`src/rtl/vga_timing_pkg.sv`:
```
`default_nettype none
// ============================================================================
// Module      : vga_timing_pkg
// Description : Standard VGA mode timing constants, raster-total helpers and
//               a minimum counter-width function shared by the timing
//               generator and the pixel divider.
// Revision    : 1.0 - initial parametrised release
// ============================================================================
package vga_timing_pkg;

    // One complete video mode: per-axis region sizes plus sync polarities
    // (polarity 0 = active-low, 1 = active-high).
    typedef struct packed {
        int h_active;
        int h_fp;
        int h_sync;
        int h_bp;
        int v_active;
        int v_fp;
        int v_sync;
        int v_bp;
        int hs_pol;
        int vs_pol;
    } vga_mode_t;

    localparam vga_mode_t MODE_640X480_60 = '{
        h_active: 640, h_fp: 16, h_sync: 96,  h_bp: 48,
        v_active: 480, v_fp: 10, v_sync: 2,   v_bp: 33,
        hs_pol:   0,   vs_pol: 0
    };

    localparam vga_mode_t MODE_800X600_60 = '{
        h_active: 800, h_fp: 40, h_sync: 128, h_bp: 88,
        v_active: 600, v_fp: 1,  v_sync: 4,   v_bp: 23,
        hs_pol:   1,   vs_pol: 1
    };

    localparam vga_mode_t MODE_1024X768_60 = '{
        h_active: 1024, h_fp: 24, h_sync: 136, h_bp: 160,
        v_active: 768,  v_fp: 3,  v_sync: 6,   v_bp: 29,
        hs_pol:   0,    vs_pol: 0
    };

    // Total length of one axis: active + front porch + sync + back porch.
    function automatic int axis_total(input int active, input int fp,
                                      input int sync, input int bp);
        return active + fp + sync + bp;
    endfunction

    function automatic int h_total(input vga_mode_t m);
        return axis_total(m.h_active, m.h_fp, m.h_sync, m.h_bp);
    endfunction

    function automatic int v_total(input vga_mode_t m);
        return axis_total(m.v_active, m.v_fp, m.v_sync, m.v_bp);
    endfunction

    // Bits needed to hold the values 0..n-1 (never less than one bit).
    function automatic int min_width(input int n);
        return (n <= 1) ? 1 : $clog2(n);
    endfunction

endpackage
`default_nettype wire

```
`src/rtl/vga_pixel_div.sv`:
```
`default_nettype none
// ============================================================================
// Module      : vga_pixel_div
// Description : Divides CLK down to a one-cycle pixel strobe. The phase
//               counter restarts from zero whenever the enable is low, so the
//               first strobe after enable rises comes CLK_DIV-1 cycles later.
// Revision    : 1.0 - initial release
// ============================================================================
module vga_pixel_div
    import vga_timing_pkg::*;
#(
    parameter int CLK_DIV = 2
) (
    input  logic CLK,
    input  logic RESET_N,
    input  logic i_en,
    output logic o_p_tick
);

    localparam int                 C_DIV_W    = min_width(CLK_DIV);
    localparam logic [C_DIV_W-1:0] C_DIV_LAST = C_DIV_W'(CLK_DIV - 1);

    logic [C_DIV_W-1:0] r_div;

    // Phase counter: 0..CLK_DIV-1 while enabled, parked at 0 while disabled.
    always_ff @(posedge CLK or negedge RESET_N) begin
        if (!RESET_N) begin
            r_div <= '0;
        end else if (!i_en || (r_div == C_DIV_LAST)) begin
            r_div <= '0;
        end else begin
            r_div <= r_div + C_DIV_W'(1);
        end
    end

    // Reset gates the strobe so it is low for the whole reset period,
    // including the CLK_DIV=1 case where the phase compare is always true.
    assign o_p_tick = i_en && RESET_N && (r_div == C_DIV_LAST);

endmodule
`default_nettype wire

```
`src/rtl/vga_timing_gen.sv`:
```
`default_nettype none
// ============================================================================
// Module      : vga_timing_gen
// Description : Parametrised VGA raster timing generator. Produces the pixel
//               strobe, x/y counters, polarity-configurable sync pulses,
//               active-video flag and line/frame start strobes, all
//               registered so they change on the same CLK edge.
//               Optional build macro VGA_LINE_IRQ_EN adds the line-match
//               pulse line_irq; without it line_irq is tied low.
// Revision    : 1.0 - initial parametrised release
// ============================================================================
module vga_timing_gen
    import vga_timing_pkg::*;
#(
    parameter int H_ACTIVE = MODE_640X480_60.h_active,
    parameter int H_FP     = MODE_640X480_60.h_fp,
    parameter int H_SYNC   = MODE_640X480_60.h_sync,
    parameter int H_BP     = MODE_640X480_60.h_bp,
    parameter int V_ACTIVE = MODE_640X480_60.v_active,
    parameter int V_FP     = MODE_640X480_60.v_fp,
    parameter int V_SYNC   = MODE_640X480_60.v_sync,
    parameter int V_BP     = MODE_640X480_60.v_bp,
    parameter int CLK_DIV  = 2,
    parameter int HS_POL   = MODE_640X480_60.hs_pol,
    parameter int VS_POL   = MODE_640X480_60.vs_pol,
    parameter int CNT_W    = 10
) (
    input  logic             CLK,
    input  logic             RESET_N,
    input  logic             EN,
    input  logic [CNT_W-1:0] line_cmp,
    output logic             p_tick,
    output logic [CNT_W-1:0] pixel_x,
    output logic [CNT_W-1:0] pixel_y,
    output logic             hsync,
    output logic             vsync,
    output logic             video_on,
    output logic             line_start,
    output logic             frame_start,
    output logic             line_irq
);

    localparam int C_H_TOTAL = axis_total(H_ACTIVE, H_FP, H_SYNC, H_BP);
    localparam int C_V_TOTAL = axis_total(V_ACTIVE, V_FP, V_SYNC, V_BP);

    // Sync windows as [begin, end) on each axis.
    localparam int C_HS_BEG  = H_ACTIVE + H_FP;
    localparam int C_HS_END  = C_HS_BEG + H_SYNC;
    localparam int C_VS_BEG  = V_ACTIVE + V_FP;
    localparam int C_VS_END  = C_VS_BEG + V_SYNC;

    localparam logic C_HS_ACT = (HS_POL != 0);
    localparam logic C_VS_ACT = (VS_POL != 0);

    localparam logic [CNT_W-1:0] C_X_LAST = CNT_W'(C_H_TOTAL - 1);
    localparam logic [CNT_W-1:0] C_Y_LAST = CNT_W'(C_V_TOTAL - 1);

    // Reject configurations the counters cannot represent.
    generate
        if (CLK_DIV < 1) begin : g_bad_clk_div
            $error("vga_timing_gen: CLK_DIV must be >= 1");
        end
        if ((CNT_W < min_width(C_H_TOTAL)) || (CNT_W < min_width(C_V_TOTAL))) begin : g_bad_cnt_w
            $error("vga_timing_gen: CNT_W too narrow for H_TOTAL/V_TOTAL");
        end
    endgenerate

    logic             w_tick;
    logic             w_x_wrap;
    logic [CNT_W-1:0] w_x_nxt;
    logic [CNT_W-1:0] w_y_nxt;
    logic             w_hs_act;
    logic             w_vs_act;
    logic             w_video_nxt;

    logic [CNT_W-1:0] r_x;
    logic [CNT_W-1:0] r_y;
    logic             r_hsync;
    logic             r_vsync;
    logic             r_video_on;
    logic             r_line_start;
    logic             r_frame_start;

    vga_pixel_div #(
        .CLK_DIV (CLK_DIV)
    ) u_pixel_div (
        .CLK      (CLK),
        .RESET_N  (RESET_N),
        .i_en     (EN),
        .o_p_tick (w_tick)
    );

    // Next raster position and the region decodes taken from it, so the
    // registered levels land on the same edge as the counters.
    always_comb begin
        w_x_wrap = (r_x == C_X_LAST);
        w_x_nxt  = w_x_wrap ? '0 : (r_x + CNT_W'(1));
        w_y_nxt  = r_y;
        if (w_x_wrap) begin
            w_y_nxt = (r_y == C_Y_LAST) ? '0 : (r_y + CNT_W'(1));
        end
        w_hs_act    = (int'(w_x_nxt) >= C_HS_BEG) && (int'(w_x_nxt) < C_HS_END);
        w_vs_act    = (int'(w_y_nxt) >= C_VS_BEG) && (int'(w_y_nxt) < C_VS_END);
        w_video_nxt = (int'(w_x_nxt) < H_ACTIVE) && (int'(w_y_nxt) < V_ACTIVE);
    end

    // Raster state: counters and levels advance on the pixel strobe, start
    // strobes live for exactly the one cycle following the loading edge.
    always_ff @(posedge CLK or negedge RESET_N) begin
        if (!RESET_N) begin
            r_x           <= C_X_LAST;
            r_y           <= C_Y_LAST;
            r_hsync       <= ~C_HS_ACT;
            r_vsync       <= ~C_VS_ACT;
            r_video_on    <= 1'b0;
            r_line_start  <= 1'b0;
            r_frame_start <= 1'b0;
        end else begin
            r_line_start  <= 1'b0;
            r_frame_start <= 1'b0;
            if (w_tick) begin
                r_x           <= w_x_nxt;
                r_y           <= w_y_nxt;
                r_hsync       <= w_hs_act ? C_HS_ACT : ~C_HS_ACT;
                r_vsync       <= w_vs_act ? C_VS_ACT : ~C_VS_ACT;
                r_video_on    <= w_video_nxt;
                r_line_start  <= (w_x_nxt == '0);
                r_frame_start <= (w_x_nxt == '0) && (w_y_nxt == '0);
            end
        end
    end

`ifdef VGA_LINE_IRQ_EN
    logic r_line_irq;

    // Line-match pulse alongside line_start; y never reaches V_TOTAL, so an
    // out-of-range compare value simply never matches.
    always_ff @(posedge CLK or negedge RESET_N) begin
        if (!RESET_N) begin
            r_line_irq <= 1'b0;
        end else begin
            r_line_irq <= w_tick && (w_x_nxt == '0) && (w_y_nxt == line_cmp);
        end
    end

    assign line_irq = r_line_irq;
`else
    logic w_unused_line_cmp;

    assign w_unused_line_cmp = ^line_cmp;
    assign line_irq          = 1'b0;
`endif

    assign p_tick      = w_tick;
    assign pixel_x     = r_x;
    assign pixel_y     = r_y;
    assign hsync       = r_hsync;
    assign vsync       = r_vsync;
    assign video_on    = r_video_on;
    assign line_start  = r_line_start;
    assign frame_start = r_frame_start;

endmodule
`default_nettype wire

```
`config.mk`:
```
export PLATFORM = sky130hd
export DESIGN_NAME = vga_timing_gen
export DESIGN_NICKNAME = d
export VERILOG_FILES = /design/src/rtl/vga_timing_pkg.sv /design/src/rtl/vga_pixel_div.sv /design/src/rtl/vga_timing_gen.sv
export SDC_FILE = /design/constraint.sdc
export NUM_CORES = 1
export LEC_CHECK = 0
export CAP_MARGIN = 10
export CORE_AREA = 10 10 75 77
export CTS_CLUSTER_SIZE = 25
export DETAILED_ROUTE_END_ITERATION = 6
export DIE_AREA = 0 0 85 87
export DONT_BUFFER_PORTS = 1
export PLACE_DENSITY = 0.61
export SLEW_MARGIN = 20
export SYNTH_ARGS = -nofsm -noshare
export SYNTH_HDL_FRONTEND = slang
export SYNTH_HIERARCHICAL = 1
export SYNTH_SLANG_ARGS = --single-unit
```
`constraint.sdc`:
```
create_clock -name CLK -period 5.9 [get_ports CLK]
set_input_delay 0.59 -clock CLK [delete_from_list [all_inputs] [get_ports CLK]]
set_output_delay 0.59 -clock CLK [all_outputs]
set_load 0.02 [all_outputs]
```
==> results.sh <==
export IMPL_drtIter0Drc=129
export IMPL_mostFrequentLayoutCells="19 x nand2_1, 19 x nor2_1, 14 x dfrtp_1"
export IMPL_dieArea_mm2=0.00740
export IMPL_busiest_layer="met2"
export IMPL_cts_tree="yes"
export IMPL_yosys_warnings=6
export IMPL_synth_top_area_cell="dfrtp_1"
export IMPL_cts_buffer_depth=2
export IMPL_arrival_ps=3400
export IMPL_setup_violations=0
export IMPL_synth_top_cell_area_share=0.195
export IMPL_wire_per_inst_um=17.6
export IMPL_vdd_drop_max_mv=0.119
export IMPL_ys_flop_type="dfrtp_1"
export IMPL_fmax_mhz=313
export IMPL_synth_edf_count=0
export IMPL_area_growth_pct=2.71
export IMPL_nets=216
export IMPL_globalRouteMet2Util=0.172
export IMPL_slew_viol_final=0
export IMPL_worst_slew_pin_slew_ps=1070
export IMPL_synth_area_per_cell_um2=8.53
export IMPL_routed_via_density=5.89
export IMPL_overflow=0
export IMPL_drive_gt1_frac=0.126
export IMPL_row_count=24
export IMPL_final_area_mm2=0.00185
export IMPL_async_flop_share=1.00
export IMPL_cp_required_ps=6100
export IMPL_clock_root_buffer="clkbuf_8"
export IMPL_critPathLaunchType="flop"
export IMPL_dieWidth_um=85
export IMPL_grt_max_degree=25
export IMPL_hold_viol=0
export IMPL_relSlewSlack=0.280
export IMPL_tns_ps=0
export IMPL_diodes=0
export IMPL_start_util=0.425
export IMPL_ctsResizeCount=0
export IMPL_gp_congestion=0.869
export IMPL_power_density_mw_per_mm2=241
export IMPL_grt_pass1_wl_um=7270
export IMPL_core_area_mm2=0.00423
export IMPL_dp_hpwl_um=3090
export IMPL_dpl_cell_area_mm2=0.00178
export IMPL_post_route_period_util=0.542
export IMPL_syn_cell_area_mm2=0.00180
export IMPL_crit_type="flop to flop"
export IMPL_syn_inst=211
export IMPL_crit_fanout=19
export IMPL_cts_sinks=26
export IMPL_syn_num_nets=228
export IMPL_met3_usage=0.0356
export IMPL_ys_ff_latch=26
export IMPL_num_io_pins=40
export IMPL_clk_insertion_delay_late_ps=270
export IMPL_cts_buffers=3
export IMPL_fin_worst_skew_ps=6.86
export IMPL_clkTransAtPathRegs_ps=100
export IMPL_htree_levels=1
export IMPL_numPortBuffers=0
export IMPL_yosysUniqueCellTypes=50
export IMPL_ant_nets=0
export IMPL_ys_seq_area_frac=0.370
export IMPL_synthTopCellsByArea="dfrtp_1 19%, dfstp_2 18%, xnor2_1 4.9%"
export IMPL_post_cts_repair_setup_buffers=0
export IMPL_drt_first_pass_iters=4
export IMPL_grt_usage=0.118
export IMPL_rsz0062_at_grt="no"
export IMPL_layout_min_cycle_time_ps=3200
export IMPL_wl_um=4400
export IMPL_hp_class="primary input to async pin"
export IMPL_leakage_nw=0.713
export IMPL_grt_use_met1=0.157
export IMPL_final_core_util=0.436
export IMPL_die_y_um=87
export IMPL_cp_end_kind="flop"
export IMPL_grt_pass1_vias=1376
export IMPL_p_total_uw=446
export IMPL_cap_violations=0
export IMPL_drc=0
export IMPL_via_count=1472
export IMPL_grt_antenna_before_repair=0
export IMPL_status="finished clean"
metrics by stage:
step / cells / hold WS [ps] / setup WS, ps
finish: 250 / 145 / 2700
CTS: 250 / 135 / 2700
floorplan: 211 / 294 / 3340
detailed placement: 245 / 295 / 2730
global placement: 245 / 295 / 2720
global route: 250 / 125 / 2470
report_power, final:
group / switching, mW / internal [mW]
combinational: 0.0282 / 0.0298
clock: 0.0602 / 0.0597
sequential: 0.0589 / 0.209
routing by layer:
layer,part of all wire,routed length [um]
met3,0.084,371
met1,0.47,2080
met2,0.43,1900
met5,0,0
met4,0.012,51
timing repair:
| item | CTS | global route |
|---|---|---|
| hold buffers | 1 | 0 |
| setup endpoints to repair | 0 | 0 |
| hold endpoints to repair | 14 | 0 |
cell type report:
type                            instances  area, um^2
Sequential cell                        26         666
Timing Repair Buffer                    1        10.0
Multi-Input combinational cell        162        1030
Inverter                                5        18.8
Clock buffer                            4        55.1
Fill cell                             404        2390
Tap cell                               52        65.1
cells in the mapped netlist, drive strengths merged (5+ instances only):
cell	n
and3	6
xnor2	10
or3	5
nand4	9
a31oi	8
nor3	7
clkbuf	14
a21oi	13
inv	5
dfrtp	14
nand3	13
nor2	19
nand2	19
dfstp	12
o21ai	9
final timing paths:
check,from,to,slack (ps),depth (start not counted)
min in group CLK,EN,u_pixel_div/r_div,460,1
worst min-delay path,RESET_N,vsync,140,0
worst max register to register,pixel_x[0],frame_start,2700,7
worst max-delay path,pixel_x[0],frame_start,2700,7
max in group asynchronous,RESET_N,pixel_x[5],4670,1
worst min register to register,hsync,hsync,540,2
state kept, by name (all words and copies together) (netlist names):
register           flops
video_on               1
hsync                  1
pixel_x               10
pixel_y               10
line_start             1
u_pixel_div/r_div      1
vsync                  1
frame_start            1
critical path, cell delays in order (launching register included):
cell     delay [ps]
dfstp_2         670
ha_1            300
nand4_1         270
nor3_2          920
a41oi_1         330
a21oi_1         200
nand4_1         130
and4b_1         290
cell families (layout without fill, tap and decap cells):
kind of cell	after synthesis	in the layout	synth area share
AOI/OAI and AO/OA	44	44	0.158
xor gates and xnor gates	14	14	0.0681
adders and majority gates	5	5	0.0334
buffers and inverters	23	10	0.0556
DFF	26	26	0.370
muxes	4	4	0.0243
other	1	1	0.00208
and+or+nand+nor	94	94	0.289
No activity file was read; power rests on OpenSTA's default activity.
